## src/rtl/song_note_reader_pkg.sv

```systemverilog
// Shared types for the multi-song note reader: field widths, entry layout,
// reader states, terminator test and the compiled-in song image.
package song_pkg;

  localparam int DEF_SONGS = 4;
  localparam int DEF_NOTES = 32;
  localparam int DEF_SONG_W = $clog2(DEF_SONGS);
  localparam int DEF_IDX_W = $clog2(DEF_NOTES);
  localparam int ROM_AW = DEF_SONG_W + DEF_IDX_W;

  localparam int F_NOTE_W = 6;
  localparam int F_DUR_W = 6;
  localparam int F_META_W = 3;
  localparam int ENTRY_W = 1 + F_NOTE_W + F_DUR_W + F_META_W;

  typedef struct packed {
    logic                adv;
    logic [F_NOTE_W-1:0] note;
    logic [F_DUR_W-1:0]  dur;
    logic [F_META_W-1:0] meta;
  } note_entry_t;

  typedef enum logic [2:0] {
    S_IDLE,
    S_ADDR,
    S_DATA,
    S_PRESENT,
    S_DONE
  } rd_state_t;

  function automatic logic is_terminator(note_entry_t e);
    return (e.dur == '0);
  endfunction

  function automatic note_entry_t mk(
    logic                adv,
    logic [F_NOTE_W-1:0] note,
    logic [F_DUR_W-1:0]  dur,
    logic [F_META_W-1:0] meta
  );
    note_entry_t e;
    e.adv = adv;
    e.note = note;
    e.dur = dur;
    e.meta = meta;
    return e;
  endfunction

  // Song-major image: song 0 fills all slots, songs 1-3 end on dur==0.
  function automatic note_entry_t song_image(logic [ROM_AW-1:0] a);
    logic [DEF_SONG_W-1:0] s;
    logic [DEF_IDX_W-1:0]  i;
    note_entry_t           e;
    s = a[ROM_AW-1:DEF_IDX_W];
    i = a[DEF_IDX_W-1:0];
    e = '0;
    case (s)
      2'd0: e = mk(i[0], {1'b0, i} + 6'd1,
                   {1'b0, i} + 6'd1, i[2:0]);
      2'd1: begin
        if (i == 5'd0) e = mk(1'b1, 6'd44, 6'd8, 3'd1);
        if (i == 5'd1) e = mk(1'b1, 6'd47, 6'd8, 3'd2);
      end
      2'd2: begin
        if (i == 5'd0) e = mk(1'b0, 6'd50, 6'd4, 3'd3);
        if (i == 5'd1) e = mk(1'b1, 6'd0, 6'd6, 3'd4);
        if (i == 5'd2) e = mk(1'b1, 6'd55, 6'd12, 3'd5);
      end
      default: begin
        if (i < 5'd5)
          e = mk(i[0], 6'd30 + {1'b0, i},
                 6'd2 + {1'b0, i}, i[2:0]);
      end
    endcase
    return e;
  endfunction

endpackage

```

## src/rtl/song_note_reader_if.sv

```systemverilog
// Note stream handshake: valid/ready plus the presented entry fields.
// master = reader (drives entry), slave = note player (drives ready).
interface song_note_reader_if #(
  parameter int NOTE_W = 6,
  parameter int DUR_W = 6,
  parameter int META_W = 3,
  parameter int IDX_W = 5
);
  logic              note_valid;
  logic              note_ready;
  logic              note_adv;
  logic [NOTE_W-1:0] note_val;
  logic [DUR_W-1:0]  note_dur;
  logic [META_W-1:0] note_meta;
  logic [IDX_W-1:0]  note_index;

  modport master (
    output note_valid, note_adv, note_val,
    output note_dur, note_meta, note_index,
    input  note_ready
  );

  modport slave (
    input  note_valid, note_adv, note_val,
    input  note_dur, note_meta, note_index,
    output note_ready
  );
endinterface

```

## src/rtl/song_note_reader_rom.sv

```systemverilog
// song_rom_mem: synchronous song ROM, 1-cycle read latency.
// Ports: clk, addr (entry address), dout (registered entry).
module song_rom_mem
  import song_pkg::*;
#(
  parameter int    DEPTH = 128,
  parameter int    WIDTH = ENTRY_W,
  parameter string ROM_FILE = "songs.hex"
) (
  input  logic                     clk,
  input  logic [$clog2(DEPTH)-1:0] addr,
  output logic [WIDTH-1:0]         dout
);
  // The image is compiled in from song_pkg; an empty
  // ROM_FILE name selects an all-terminator (silent) ROM.
  localparam bit BLANK = (ROM_FILE == "");

  always_ff @(posedge clk) begin
    dout <= BLANK ? '0
                  : WIDTH'(song_image(ROM_AW'(addr)));
  end
endmodule

```

## src/rtl/song_note_reader.sv

```systemverilog
// Multi-song note fetch engine streaming {adv,note,dur,meta} entries.
// Ports: clk, reset_n, play, restart, song_sel, nif (note stream), song_done.
// Build option SONG_LOOP_EN: end-of-song rewinds to index 0 instead of DONE.
module song_note_reader
  import song_pkg::*;
#(
  parameter int    NUM_SONGS = 4,
  parameter int    NOTES_PER_SONG = 32,
  parameter int    NOTE_W = 6,
  parameter int    DUR_W = 6,
  parameter int    META_W = 3,
  parameter string ROM_FILE = "songs.hex",
  parameter int    SONG_W = $clog2(NUM_SONGS)
) (
  input  logic              clk,
  input  logic              reset_n,
  input  logic              play,
  input  logic              restart,
  input  logic [SONG_W-1:0] song_sel,
  song_note_reader_if.master nif,
  output logic              song_done
);
  localparam int IDX_W = $clog2(NOTES_PER_SONG);
  localparam int ADDR_W = SONG_W + IDX_W;

  rd_state_t         state_q;
  rd_state_t         state_d;
  logic [SONG_W-1:0] song_q;
  logic [IDX_W-1:0]  idx_q;
  logic [ENTRY_W-1:0] rom_dout;
  note_entry_t       rom_e;

  logic ld_song;
  logic idx_clr;
  logic idx_inc;
  logic present;
  logic drop;
  logic eos;
  logic done_d;
  logic last;
  logic acc;

  song_rom_mem #(
    .DEPTH   (2 ** ADDR_W),
    .WIDTH   (ENTRY_W),
    .ROM_FILE(ROM_FILE)
  ) u_rom (
    .clk (clk),
    .addr({song_q, idx_q}),
    .dout(rom_dout)
  );

  assign rom_e = note_entry_t'(rom_dout);
  assign last = (idx_q == IDX_W'(NOTES_PER_SONG - 1));
  assign acc = nif.note_valid && nif.note_ready;

  always_ff @(posedge clk or negedge reset_n) begin
    if (!reset_n) state_q <= S_IDLE;
    else state_q <= state_d;
  end

  always_comb begin
    state_d = state_q;
    ld_song = 1'b0;
    idx_clr = 1'b0;
    idx_inc = 1'b0;
    present = 1'b0;
    drop = 1'b0;
    eos = 1'b0;
    done_d = 1'b0;
    if (restart) begin
      // Overrides any same-cycle accept or fetch.
      ld_song = 1'b1;
      idx_clr = 1'b1;
      drop = 1'b1;
      state_d = play ? S_ADDR : S_IDLE;
    end else begin
      unique case (state_q)
        S_IDLE: begin
          if (play) begin
            ld_song = 1'b1;
            idx_clr = 1'b1;
            state_d = S_ADDR;
          end
        end
        S_ADDR: state_d = S_DATA;
        S_DATA: begin
          if (is_terminator(rom_e)) begin
            eos = 1'b1;
          end else begin
            present = 1'b1;
            state_d = S_PRESENT;
          end
        end
        S_PRESENT: begin
          if (acc) begin
            drop = 1'b1;
            if (last) eos = 1'b1;
            else if (play) begin
              idx_inc = 1'b1;
              state_d = S_ADDR;
            end else begin
              state_d = S_IDLE;
            end
          end
        end
        S_DONE: state_d = S_DONE;
        default: state_d = S_IDLE;
      endcase
      if (eos) begin
        done_d = 1'b1;
`ifdef SONG_LOOP_EN
        idx_clr = 1'b1;
        state_d = S_ADDR;
`else
        state_d = S_DONE;
`endif
      end
    end
  end

  always_ff @(posedge clk or negedge reset_n) begin
    if (!reset_n) begin
      song_q <= '0;
      idx_q <= '0;
      song_done <= 1'b0;
      nif.note_valid <= 1'b0;
      nif.note_adv <= 1'b0;
      nif.note_val <= '0;
      nif.note_dur <= '0;
      nif.note_meta <= '0;
      nif.note_index <= '0;
    end else begin
      song_done <= done_d;
      if (ld_song) song_q <= song_sel;
      if (idx_clr) idx_q <= '0;
      else if (idx_inc) idx_q <= idx_q + 1'b1;
      if (present) begin
        nif.note_valid <= 1'b1;
        nif.note_adv <= rom_e.adv;
        nif.note_val <= NOTE_W'(rom_e.note);
        nif.note_dur <= DUR_W'(rom_e.dur);
        nif.note_meta <= META_W'(rom_e.meta);
        nif.note_index <= idx_q;
      end else if (drop) begin
        nif.note_valid <= 1'b0;
      end
    end
  end
endmodule

```

## src/flat_wrapper.sv

```systemverilog
// flat-port wrapper written by rule: the top's interface ports become plain ports
module song_note_reader_flat import song_pkg::*;
#(
  parameter int    NUM_SONGS = 4,
  parameter int    NOTES_PER_SONG = 32,
  parameter int    NOTE_W = 6,
  parameter int    DUR_W = 6,
  parameter int    META_W = 3,
  parameter string ROM_FILE = "         ",
  parameter int    SONG_W = $clog2(NUM_SONGS)
)
  (clk, reset_n, play, restart, song_sel, song_done, nif_note_valid, nif_note_adv, nif_note_val, nif_note_dur, nif_note_meta, nif_note_index, nif_note_ready);
  song_note_reader_if #(.NOTE_W(NOTE_W), .DUR_W(DUR_W), .META_W(META_W), .IDX_W(5)) nif_i ();
  input  logic clk;
  input  logic reset_n;
  input  logic play;
  input  logic restart;
  input  logic [SONG_W-1:0] song_sel;
  output logic song_done;
  output wire logic [$bits(nif_i.note_valid)-1:0] nif_note_valid;
  output wire logic [$bits(nif_i.note_adv)-1:0] nif_note_adv;
  output wire logic [$bits(nif_i.note_val)-1:0] nif_note_val;
  output wire logic [$bits(nif_i.note_dur)-1:0] nif_note_dur;
  output wire logic [$bits(nif_i.note_meta)-1:0] nif_note_meta;
  output wire logic [$bits(nif_i.note_index)-1:0] nif_note_index;
  input wire logic [$bits(nif_i.note_ready)-1:0] nif_note_ready;
  assign nif_note_valid = nif_i.note_valid;
  assign nif_note_adv = nif_i.note_adv;
  assign nif_note_val = nif_i.note_val;
  assign nif_note_dur = nif_i.note_dur;
  assign nif_note_meta = nif_i.note_meta;
  assign nif_note_index = nif_i.note_index;
  assign nif_i.note_ready = nif_note_ready;
  song_note_reader #(.NUM_SONGS(NUM_SONGS), .NOTES_PER_SONG(NOTES_PER_SONG), .NOTE_W(NOTE_W), .DUR_W(DUR_W), .META_W(META_W), .ROM_FILE(ROM_FILE), .SONG_W(SONG_W)) u_core (.clk(clk), .reset_n(reset_n), .play(play), .restart(restart), .song_sel(song_sel), .nif(nif_i), .song_done(song_done));
endmodule
```

## config.mk

```make
export PLATFORM = sky130hd
export DESIGN_NAME = song_note_reader_flat
export DESIGN_NICKNAME = d
export VERILOG_FILES = /design/src/rtl/song_note_reader_pkg.sv /design/src/rtl/song_note_reader_if.sv /design/src/rtl/song_note_reader_rom.sv /design/src/rtl/song_note_reader.sv /design/src/flat_wrapper.sv
export SDC_FILE = /design/constraint.sdc
export NUM_CORES = 1
export LEC_CHECK = 0
export CAP_MARGIN = 20
export CORE_UTILIZATION = 54
export DETAILED_ROUTE_END_ITERATION = 8
export PLACE_DENSITY = 0.84
export SLEW_MARGIN = 5
export SYNTH_ARGS = -nofsm -noshare
export SYNTH_HDL_FRONTEND = slang
export SYNTH_HIERARCHICAL = 1
export SYNTH_SLANG_ARGS = --single-unit
```

## constraint.sdc

```tcl
create_clock -name clk -period 6.3 [get_ports clk]
set_clock_uncertainty 0.15 [all_clocks]
set_input_delay 0.63 -clock clk [delete_from_list [all_inputs] [get_ports clk]]
set_output_delay 0.63 -clock clk [all_outputs]
set_load 0.005 [all_outputs]
```

==> results of run 1 <==
==> area by class of cell <==
type	count	area [µm²]
clock buffer	6	93.84
clock inverter	2	35.03
fill	309	1323
inverter	4	15.01
multi-input combinational	144	1114
sequential	49	1146
tap	50	62.56
timing repair buffer	30	297.8
==> Yosys cell counts (4+ instances only) <==
library cell	number	area, µm²
ha_1	9	112.6
a21oi_1	7	35.03
nor3_1	6	30.03
mux2_2	11	123.9
o21ai_0	8	40.04
nor4_1	4	25.02
xor2_1	4	35.03
dfxtp_1	16	320.3
o21ai_1	5	25.02
mux2_4	10	150.1
dfrtp_1	33	825.8
nand2_1	16	60.06
nor2_1	8	30.03
inv_1	4	15.01
nor2b_1	6	37.54
nand2b_1	4	25.02
==> registers in the layout, indices dropped and copies added (netlist names) <==
name,count
u_core/nif.note_val,6
u_core/nif.note_adv,1
u_core/nif.note_dur,6
u_core/song_q,2
u_core/nif.note_valid,1
u_core/nif.note_meta,3
u_core/state_q,3
u_core/idx_q,5
u_core/u_rom/dout,16
u_core/song_done,1
u_core/nif.note_index,5
==> path summary, 6_finish.rpt <==
kind | slack, ns | depth (start not counted) | from | endpoint
worst max-delay path | 3.81 | 6 | u_core/idx_q[0] | u_core/idx_q[0]
worst min-delay path | 0.32 | 1 | u_core/u_rom/dout[14] | u_core/nif.note_val[5]
worst max register to register | 3.81 | 6 | u_core/idx_q[0] | u_core/idx_q[0]
worst min register to register | 0.32 | 1 | u_core/u_rom/dout[14] | u_core/nif.note_val[5]
max in group asynchronous | 5.10 | 2 | reset_n | u_core/idx_q[3]
min in group asynchronous | 0.59 | 2 | reset_n | u_core/nif.note_val[0]
==> per-stage QoR <==
stage | worst slack [ns] | std cells | area, µm² | total power [W]
floorplan | 4.143 | 206 | 2350 | 0.0005394
global placement | 3.695 | 277 | 2635 | 0.0006371
detailed placement | 3.629 | 277 | 2635 | 0.0006445
CTS | 3.824 | 285 | 2764 | 0.0008860
global route | 3.626 | 285 | 2764 | 0.0009252
finish | 3.812 | 285 | 2764 | 0.0008778
==> worst max-delay path: cells and delay by family, from the launching register on <==
family                   cells  cell delay (ns)
flip-flops                   1             0.57
AND/OR/NAND/NOR              3             0.94
multiplexers                 1             0.26
adder cells (fa/ha/maj)      2             0.48
==> where the power goes <==
part | switching (W) | total (W) | leakage (nW) | internal (W)
sequential | 0.0000394 | 0.000413 | 0.570 | 0.000373
clock | 0.0000988 | 0.000240 | 0.0663 | 0.000142
combinational | 0.0000799 | 0.000225 | 0.597 | 0.000145
==> cells in the final DEF (no fill, tap or decap), types with 5 or more instances in the layout <==
cell type,n
ha_1,9
nor3_1,6
clkbuf_8,5
nor2b_1,6
a21oi_1,7
nor2_1,8
clkdlybuf4s50_1,29
o21ai_1,5
dfxtp_1,16
dfrtp_1,33
nand2_1,16
mux2_2,11
o21ai_0,8
mux2_4,10
==> metal layers <==
layer	part of all wire, %	routed length, µm	vias to the layer above	track usage [%]
met5	0	0	-	0
met1	49	2143	762	31.22
met4	1.2	53	0	7.031
li1	-	-	792	-
met3	3.7	163	6	4.667
met2	46	2001	42	30.76
==> logic make-up after synthesis <==
family	synth area share (%)
AND/OR/NAND/NOR	16.40
flip-flops	48.78
AO/OA/AOI/OAI	12.25
multiplexers	12.09
buffers and inverters	3.833
adder cells (fa/ha/maj)	4.792
XOR/XNOR	1.864
==> flow_metrics.tcl, run 1 <==
set metrics [dict create \
    status "finished clean" \
    clkLatencyLatePin_ns 0.29 \
    slowest_stage "nor4_1" \
    synthDistinctLibCells 55 \
    worstPathRequired_ns 6.36 \
    finalSetupTns_ns 0 \
    dieHeight_um 67.97 \
    post_drt_wl_per_cell_um 15.31 \
    path_cells "ha_1 > and3_1 > ha_1 > nand2b_1 > nor4_1 > mux2i_1" \
    place_hpwl_um 3082 \
    antenna_cells 0 \
    grt_pass1_vias 1462 \
    post_drt_via_cell_ratio 5.621 \
    drive_above_1_share_pct 17.02 \
    clk_path_buf_depth 2 \
    avgSynthCellArea_um2 11.41 \
    grt_usage_pct 21.29 \
    slew_viol_final 0 \
    rsz0062_at_grt "no" \
    cts_root_buffer "clkbuf_8" \
    netlist_area_mm2 0.002350 \
    placementRows 23 \
    dr.pass1.iters 4 \
    crit_fanout 15 \
    io_buffers 29 \
    cp_data_arrival_time_ns 2.55 \
    drt_iter0_drc 191 \
    vias 1602 \
    holdBufCountCts 0 \
    synth_fp_nets 222 \
    synth_seq_cells 49 \
    synth-edff-count 0 \
    die_area_mm2 0.004619 \
    post-route-util_pct 67.64 \
    cp-start-kind "flip-flop" \
    synth-async-reset-ratio_pct 67.35 \
    ir_drop_uv 188.2 \
    wl_um 4363 \
    cp_common_cell "ha_1" \
    ios 30 \
    place_congestion 0.8974 \
    seq_area_frac_synth_pct 48.78 \
    p_per_area_mw_per_mm2 317.6 \
    drtAntennaViolNets 0 \
    period_minus_slack_ns 2.488 \
    cts_setup_buffers 0 \
    grt_max_degree 34 \
    cts_tree "done" \
    synthCells 206 \
    grt_pass1_wl_um 7210 \
    design.core.area_mm2 0.004086 \
    antenna_found_initial 0 \
    fin_nets 250 \
    finalCritPeriodShare_pct 39.49 \
    hold_violations 0 \
    cts_made_buffers 5 \
    htree_levels 2 \
    clock-sinks 49 \
    p_leak_nw 1.233 \
    hold_path.class "flip-flop to flip-flop" \
    tightest_slew_ns 0.7352 \
    worst-setup-path-type "flip-flop to flip-flop" \
    max_stage_delay_ns 0.58 \
    gr-total-overflow 0 \
    clk_pin_slew_ns 0.08 \
    endpoint_kind "flip-flop" \
    relSlewSlack_pct 50.53 \
    setup_viol 0 \
    yosysWarnings 6 \
    route.detailed.drc 0 \
    drv_cap 0 \
    area_growth_syn_to_layout_pct 17.63 \
    whs_ns 0.3185 \
    fp.dieW_um 67.97 \
    synth_flop_cell "dfrtp_1" \
    cts_resized 0 \
    initial_core_util_pct 57.50 \
    timing.fmax_mhz 401.9 \
]
(Power assumes the default switching activity.)
==> run 2: changes to the inputs <==
--- a/config.mk
+++ b/config.mk
@@ -6,9 +6,9 @@
 export NUM_CORES = 1
 export LEC_CHECK = 0
 export CAP_MARGIN = 20
-export CORE_UTILIZATION = 54
+export CORE_UTILIZATION = 49
 export DETAILED_ROUTE_END_ITERATION = 8
-export PLACE_DENSITY = 0.84
+export PLACE_DENSITY = 0.81
 export SLEW_MARGIN = 5
 export SYNTH_ARGS = -nofsm -noshare
 export SYNTH_HDL_FRONTEND = slang
==> constraint.sdc (replaced) <==
create_clock -name clk -period 2.2 [get_ports clk]
set_clock_uncertainty 0.15 [all_clocks]
set_input_delay 0.22 -clock clk [delete_from_list [all_inputs] [get_ports clk]]
set_output_delay 0.22 -clock clk [all_outputs]
set_load 0.005 [all_outputs]
==> run 2 against run 1 <==
Compared with the run above: the run now ends with DRC left; via count rose by 4.9%; worst setup slack got worse by 3.7 ns; die area rose by 9.9%; sequential share of layout area fell by 1.0 points; combinational power rose to 2.9 times the previous value; global-route usage fell by 1.8 points; non-clock buffer count rose by 11; sequential power rose to 2.9 times the previous value; cell count rose by 4.6%; hold slack got worse by 0.15 ns; wire length rose by 1.5%; maximum frequency rose by 20%.
==> flow_metrics.tcl, run 2 (synthesis results as in run 1) <==
set metrics [dict create \
    status "complete, but fails checks" \
    violations "DRC" \
    largest_reg_flops 16 \
    antenna_found_initial 0 \
    grt_max_degree 34 \
    p_per_area_mw_per_mm2 871.1 \
    clock-sinks 49 \
    finalSetupTns_ns 0 \
    dieHeight_um 71.25 \
    r2r-end "u_core/nif.note_index[1]" \
    cp-start-kind "flip-flop" \
    cts_resized 0 \
    worstPathRequired_ns 2.24 \
    period_minus_slack_ns 2.068 \
    post_drt_via_cell_ratio 5.638 \
    cts_tree "done" \
    place_congestion 0.9589 \
    finalCritPeriodShare_pct 93.99 \
    final_cell_mix "dfrtp_1 (33), clkdlybuf4s50_1 (29), nand2_1 (16), dfxtp_1 (16), buf_4 (12)" \
    route.detailed.drc 2 \
    largestRegisters "u_core/u_rom/dout (16), u_core/nif.note_dur (6), u_core/nif.note_val (6)" \
    worst-setup-path-type "flip-flop to flip-flop" \
    initial_core_util_pct 52.52 \
    ff_latch_area_mm2 0.001146 \
    place_hpwl_um 3188 \
    slew_viol_final 0 \
    ir_drop_uv 429.0 \
    cp_data_arrival_time_ns 2.11 \
    setup_viol 0 \
    fp.dieW_um 71.25 \
    final_common_cell "dfrtp_1" \
    hold_violations 0 \
    grt_pass1_wl_um 7686 \
    grt_pass1_vias 1658 \
    placementRows 24 \
    hold_path.class "input pin to async pin" \
    clk_path_buf_depth 2 \
    die_area_mm2 0.005077 \
    holdBufCountCts 0 \
    clkLatencyLatePin_ns 0.30 \
    clk_pin_slew_ns 0.09 \
    cts_made_buffers 5 \
    top_register "u_core/u_rom/dout" \
    worstRegToRegCells 5 \
    rrSetupSlack_ns 0.13 \
    relSlewSlack_pct 66.91 \
    antenna_cells 0 \
    fin_nets 261 \
    drt_iter0_drc 132 \
    drtAntennaViolNets 0 \
    dpl_cell_area_mm2 0.002720 \
    post_drt_wl_per_cell_um 14.86 \
    stdcell_count 298 \
    crit_fanout 5 \
    endpoint_kind "flip-flop" \
    grt_usage_pct 19.53 \
    vias 1680 \
    area_growth_syn_to_layout_pct 20.66 \
    gr-total-overflow 0 \
    timing.fmax_mhz 483.6 \
    design.core.area_mm2 0.004474 \
    rsz0062_at_grt "no" \
    dr.pass1.iters 6 \
    dpl.cell_count 290 \
    drive_above_1_share_pct 20.73 \
    fin_area_mm2 0.002835 \
    io_buffers 29 \
    multi_input_area_mm2 0.001114 \
    tightest_slew_ns 0.4919 \
    r2r_start "u_core/u_rom/dout[4]" \
    fillers 368 \
    ios 30 \
    wl_um 4427 \
    cts_root_buffer "clkbuf_8" \
    p_leak_nw 1.278 \
    htree_levels 2 \
    drv_cap 0 \
    cts_setup_buffers 0 \
]
==> run 2: cell count changes in the layout (fill, tap and decap cells not counted), sizes merged <==
cell      delta
buf         +11
clkbuf       -1
clkinvlp     +1
==> run 2: how the worst max path moves through the flow <==
stage / from / end / slack [ns] / cells past startpoint
after detailed placement: u_core/u_rom/dout[4] / u_core/nif.note_index[3] / 0.15 / 5
final: u_core/u_rom/dout[4] / u_core/nif.note_index[1] / 0.13 / 5
after global routing: u_core/idx_q[1] / u_core/u_rom/dout[0] / 0.01 / 7
after CTS: u_core/u_rom/dout[4] / u_core/nif.note_index[1] / 0.13 / 5
after floorplan: u_core/idx_q[0] / u_core/idx_q[1] / 0.04 / 6
after global placement: u_core/u_rom/dout[4] / u_core/nif.note_index[1] / 0.15 / 5
==> run 2: area by class of cell <==
type / instances / area share [%]
timing repair buffer: 41 / 13.42
tap: 52 / 2.295
multi-input combinational: 144 / 39.28
clock inverter: 3 / 1.633
clock buffer: 5 / 2.427
inverter: 4 / 0.5296
sequential: 49 / 40.42
==> run 2: layer usage <==
layer,GRT usage [%],up-vias,wire length (µm)
met4,8.222,0,81
met3,4.360,11,216
li1,-,815,-
met5,0,-,0
met1,27.48,799,2158
met2,29.21,55,1971
==> run 2: report_power, final <==
group	switching (W)	internal (W)	total, W
combinational	0.000228	0.000425	0.000653
clock	0.000296	0.000340	0.000636
sequential	0.000111	0.00107	0.00118
total	0.000636	0.00183	0.00247
==> run 2: through the flow <==
step | util, % | power, W | setup slack (ns) | hold slack (ns)
6_report | 63.37 | 0.002470 | 0.1322 | 0.1644
5_1_grt | 63.37 | 0.002606 | 0.01310 | 0.2169
3_3_place_gp | 60.79 | 0.001836 | 0.1544 | 0.2948
2_1_floorplan | - | 0.001545 | 0.04324 | -0.2256
4_1_cts | 63.37 | 0.002483 | 0.1263 | 0.1794
3_5_place_dp | 60.79 | 0.001852 | 0.1461 | 0.3004
==> run 2: critical path, stage by stage (launching register included) <==
cell	delay, ns
dfxtp_1	0.33
or4_4	0.54
or3_4	0.36
nand2_1	0.09
buf_4	0.15
mux2_2	0.33
==> run 3: changes to the inputs <==
--- a/config.mk
+++ b/config.mk
@@ -5,6 +5,7 @@
 export SDC_FILE = /design/constraint.sdc
 export NUM_CORES = 1
 export LEC_CHECK = 0
+export ABC_AREA = 0
 export CAP_MARGIN = 20
 export CORE_UTILIZATION = 49
 export DETAILED_ROUTE_END_ITERATION = 8
==> results of run 3 <==
Final layout, timing and power as in run 2 (identical DEF).
==> RTL edit 1: new RTL, settings of run 3 <==
Add a define of `SONG_LOOP_EN`.
--- a/src/rtl/song_note_reader.sv
+++ b/src/rtl/song_note_reader.sv
@@ -1,6 +1,8 @@
 // Multi-song note fetch engine streaming {adv,note,dur,meta} entries.
 // Ports: clk, reset_n, play, restart, song_sel, nif (note stream), song_done.
 // Build option SONG_LOOP_EN: end-of-song rewinds to index 0 instead of DONE.
+`define SONG_LOOP_EN
+
 module song_note_reader
   import song_pkg::*;
 #(
Check against the original RTL: no difference found for any inputs over 10 cycles, from zero or initial values and one cycle with reset_n low; that may be too few to reach the edited logic, so the function may still have changed.
==> RTL edit 1 against run 3 <==
Wire length grew 4.7%. Cell area is essentially flat. Sequential cell count is the same. Sequential share of layout area is essentially flat. Worst setup slack lost 0.040 ns. Area after synthesis grew 0.53%. Power grew 1.5%.
==> RTL edit 1: results (changes against run 3) <==
[metrics] result of the run: finished clean
[metrics] final hold slack: 0.181 ns (+0.0165 ns)
[metrics] vias in the first global route: 1599 (-3.6%)
[metrics] Final GP Congestion: 0.878 (-8.4%)
[metrics] post-synthesis instance total: 202 (-1.9%)
[metrics] R2R Setup Slk: 0.09 ns (-0.04 ns)
[metrics] final WL: 4640 µm (+4.7%)
[metrics] Clk pin slew, worst setup/hold paths: 0.09 ns (about the same)
[metrics] Inserted Clock Buffers: 5 (unchanged)
[metrics] iteration-0 DRC count of the detailed router: 88 (-33%)
[metrics] share of final-layout standard cells stronger than drive strength 1: 0.188 (-0.0198)
[metrics] most frequent cells after synthesis: 33 x sky130_fd_sc_hd__dfrtp_1, 19 x sky130_fd_sc_hd__mux2_4, 16 x sky130_fd_sc_hd__dfxtp_1, 15 x sky130_fd_sc_hd__nor2_1, 10 x sky130_fd_sc_hd__nand2_1
[metrics] count of unique library cells instantiated by Yosys: 52 (-5.5%)
[metrics] master of the slowest instance on the critical path: sky130_fd_sc_hd__dfrtp_1
[metrics] HPWL after detailed placement: 3280 µm (+3.0%)
[metrics] longest individual stage delay on the worst path: 0.39 ns (-0.15 ns)
[metrics] cell area after placement: 0.00272 mm² (about the same)
[metrics] filler instances: 376 (+2.2%)
[metrics] arrival time worst endpoint: 2.13 ns (+0.02 ns)
[metrics] endpoint of the worst setup timing path: u_core/idx_q[3]$_DFFE_PN0P_
[metrics] final period demand of the worst path: 2.11 ns (+0.0401 ns)
[metrics] depth of the worst register-to-register path: 7 (+2)
[metrics] Critical R2R Capture: u_core/idx_q[3]$_DFFE_PN0P_
[metrics] worst slack, placed: 0.123 ns (-0.0227 ns)
[metrics] count of placed standard cells including taps: 284 (-2.1%)
[metrics] Worst Tran Pin Value: 0.519 ns (+0.0270 ns)
[metrics] Area contributors post-synth: sky130_fd_sc_hd__dfrtp_1 35%, sky130_fd_sc_hd__dfxtp_1 14%, sky130_fd_sc_hd__mux2_4 12%, sky130_fd_sc_hd__ha_1 4.8%, sky130_fd_sc_hd__nor2_1 2.4%
[metrics] Max VDD drop: 352 µV (-18%)
[metrics] via-per-instance ratio: 5.68 (+0.84%)
[metrics] number of detailed-route iterations in the first pass: 4 (-2)
[metrics] Non-Filler Instances: 292 (-2.0%)
[metrics] largest fanout of any net on the critical path: 4 (-1)
[metrics] count of nets after finishing: 255 (-2.3%)
[metrics] Worst Setup SP: u_core/idx_q[0]$_DFFE_PN0P_
[metrics] sequential area share after synthesis: 0.485 (-0.00258)
[metrics] global-route wire length before repair: 7890 µm (+2.7%)
RTL edit 1: where the power goes:
group | internal [mW] | leakage, nW | switching (mW)
combinational | 0.462 | 0.608 | 0.237
clock | 0.338 | 0.0552 | 0.284
sequential | 1.08 | 0.568 | 0.110
RTL edit 1: area by class of cell:
cell class,count,area (µm²),share of cell area
clock inverters,2,35.0,0.0124
flip-flops and latches,49,1150,0.405
repair buffers,38,358,0.126
clock buffers,6,72.6,0.0256
inverters,7,26.3,0.00928
multi-input cells,138,1130,0.399
well taps,52,65.1,0.0230
RTL edit 1: logic make-up after synthesis:
| kind of cell | share of synthesized area |
|---|---|
| fa+ha+maj | 0.0477 |
| compound gates | 0.109 |
| xor+xnor | 0.0222 |
| flops | 0.485 |
| mux | 0.144 |
| simple gates | 0.153 |
| buf+inv | 0.0392 |
RTL edit 1: layer usage:
layer  GRT usage  up-vias  part of all wire
li1            -      792                 -
met1       0.270      814              0.47
met2       0.322       48              0.49
met3      0.0436        6             0.029
met4      0.0644        0             0.014
met5           0        -                 0
==> RTL edit 2: new RTL, flow settings as in run 3 <==
Without the edit above. Encoding of `rd_state_t`: now one-hot (5 bits for 5 states).
--- a/src/rtl/song_note_reader_pkg.sv
+++ b/src/rtl/song_note_reader_pkg.sv
@@ -20,12 +20,12 @@
     logic [F_META_W-1:0] meta;
   } note_entry_t;
 
-  typedef enum logic [2:0] {
-    S_IDLE,
-    S_ADDR,
-    S_DATA,
-    S_PRESENT,
-    S_DONE
+  typedef enum logic [4:0] {
+    S_IDLE    = 5'b00001,
+    S_ADDR    = 5'b00010,
+    S_DATA    = 5'b00100,
+    S_PRESENT = 5'b01000,
+    S_DONE    = 5'b10000
   } rd_state_t;
 
   function automatic logic is_terminator(note_entry_t e);
Check against the original RTL: same outputs for any inputs over 10 cycles, from zero or initial values and one cycle with reset_n low; not proved beyond that.
==> RTL edit 2 against run 3 <==
Wire length increased by 8.5%. Worst setup slack got worse by 0.031 ns. Combinational power decreased by 45%. Non-clock buffer count decreased by 1. Power decreased by 18%. Core utilization decreased by 0.86 points. Sequential cell count increased by 2. Cell area increased by 5.5%. Die area increased by 5.6%. Area after synthesis increased by 5.8%. Clock power decreased by 11%.
==> RTL edit 2: results (changes against run 3) <==
[metrics] result of the run: finished clean
[metrics] largest net degree at the start of global routing: 36 (+5.9%)
[metrics] HPWL after detailed placement: 3410 µm (+6.9%)
[metrics] Worst Tran Pin Value: 0.454 ns (-0.0374 ns)
[metrics] final WL: 4800 µm (+8.5%)
[metrics] number of remaining DRC errors: 0 (-2)
[metrics] Met1 Routed Length: 2350 µm (+9.1%)
[metrics] largest fanout of any net on the critical path: 3 (-2)
[metrics] proportion of synthesized flip-flops having asynchronous set or reset: 0.686 (+0.0128)
[metrics] mux share of post-synthesis cell area: 0.142 (+0.0216)
[metrics] FF-to-FF Start: u_core/idx_q[0]$_DFFE_PN0P_
[metrics] filler instances: 393 (+6.8%)
[metrics] Non-Filler Instances: 321 (+7.7%)
[metrics] post-synthesis net count: 230 (+3.6%)
[metrics] vias in the first global route: 1600 (-3.5%)
[metrics] arrival time worst endpoint: 2.18 ns (+0.07 ns)
[metrics] adder-cell area share of the yosys netlist: 0.0453 (-0.00261)
[metrics] Max VDD drop: 359 µV (-16%)
[metrics] wire length on met3: 172 µm (-20%)
[metrics] XOR/XNOR Fraction of Synth Area: 0.0176 (-0.00101)
[metrics] static leakage: 1.34 nW (+4.7%)
[metrics] number of detailed-route iterations in the first pass: 4 (-2)
[metrics] mean cell area of the mapped netlist: 11.6 µm² (+1.8%)
[metrics] met2 wire length: 2210 µm (+12%)
[metrics] overall fraction of global-route tracks in use: 0.197 (+0.00160)
-- RTL edit 2: cell types whose count changed after synthesis, moves of 3 or more --
| cell | change |
|---|---|
| sky130_fd_sc_hd__nor4_1 | -3 |
| sky130_fd_sc_hd__mux2_2 | -11 |
| sky130_fd_sc_hd__nor2_1 | +5 |
| sky130_fd_sc_hd__mux2_4 | +10 |
| sky130_fd_sc_hd__mux2_1 | +3 |
-- RTL edit 2: through the flow --
step                      setup WS (ns)  instance area (µm²)  utilization
after CTS                         0.103                 2990        0.625
after global routing            0.00435                 2990        0.625
after floorplan                  0.0132                 2490            -
after global placement            0.187                 2890        0.604
final                             0.101                 2990        0.625
after detailed placement          0.129                 2890        0.604
-- RTL edit 2: critical path: stages (launching register included) --
cell and delay (ns):
sky130_fd_sc_hd__dfrtp_2 0.41, sky130_fd_sc_hd__ha_1 0.21, sky130_fd_sc_hd__and3_1 0.18, sky130_fd_sc_hd__ha_1 0.21
sky130_fd_sc_hd__and4b_1 0.30, sky130_fd_sc_hd__nand3_2 0.08, sky130_fd_sc_hd__or3_1 0.34, sky130_fd_sc_hd__a21oi_1 0.14
-- RTL edit 2: final timing paths --
kind / to / slack, ns / cells past startpoint
setup / recovery: u_core/idx_q[3]$_DFFE_PN0P_ / 0.10 / 7
min in group clk: u_core/nif.note_val[2]$_DFFE_PN0P_ / 0.32 / 1
hold / removal: u_core/nif.note_meta[2]$_DFFE_PN0P_ / 0.17 / 2
max in group asynchronous: u_core/state_q[0]$_DFFE_PN1P_ / 1.40 / 2
setup reg to reg: u_core/idx_q[3]$_DFFE_PN0P_ / 0.10 / 7
hold reg to reg: u_core/nif.note_val[2]$_DFFE_PN0P_ / 0.32 / 1
-- RTL edit 2: layout make-up --
class	instances	area, µm²	area share
inverters	4	15.0	0.00502
repair buffers	40	385	0.129
clock buffers	6	82.6	0.0276
flip-flops and latches	51	1200	0.401
well taps	67	83.8	0.0280
clock inverters	2	16.3	0.00544
multi-input cells	151	1210	0.404
-- RTL edit 2: report_power, final --
group | switching, mW | total [mW] | internal (mW)
sequential | 0.0619 | 1.09 | 1.03
clock | 0.309 | 0.566 | 0.257
combinational | 0.132 | 0.359 | 0.226
-- RTL edit 2: per-layer routing --
metal | vias to the layer above | global-route usage
met4 | 0 | 0.0719
met3 | 5 | 0.0414
li1 | 850 | -
met5 | - | 0
met1 | 844 | 0.274
met2 | 40 | 0.302
-- RTL edit 2: kinds of logic after synthesis --
family,count (synthesis)
buffers and inverters,12
xor gates and xnor gates,5
DFF,51
muxes,25
and+or+nand+nor,71
adders and majority gates,9
AOI/OAI and AO/OA,41
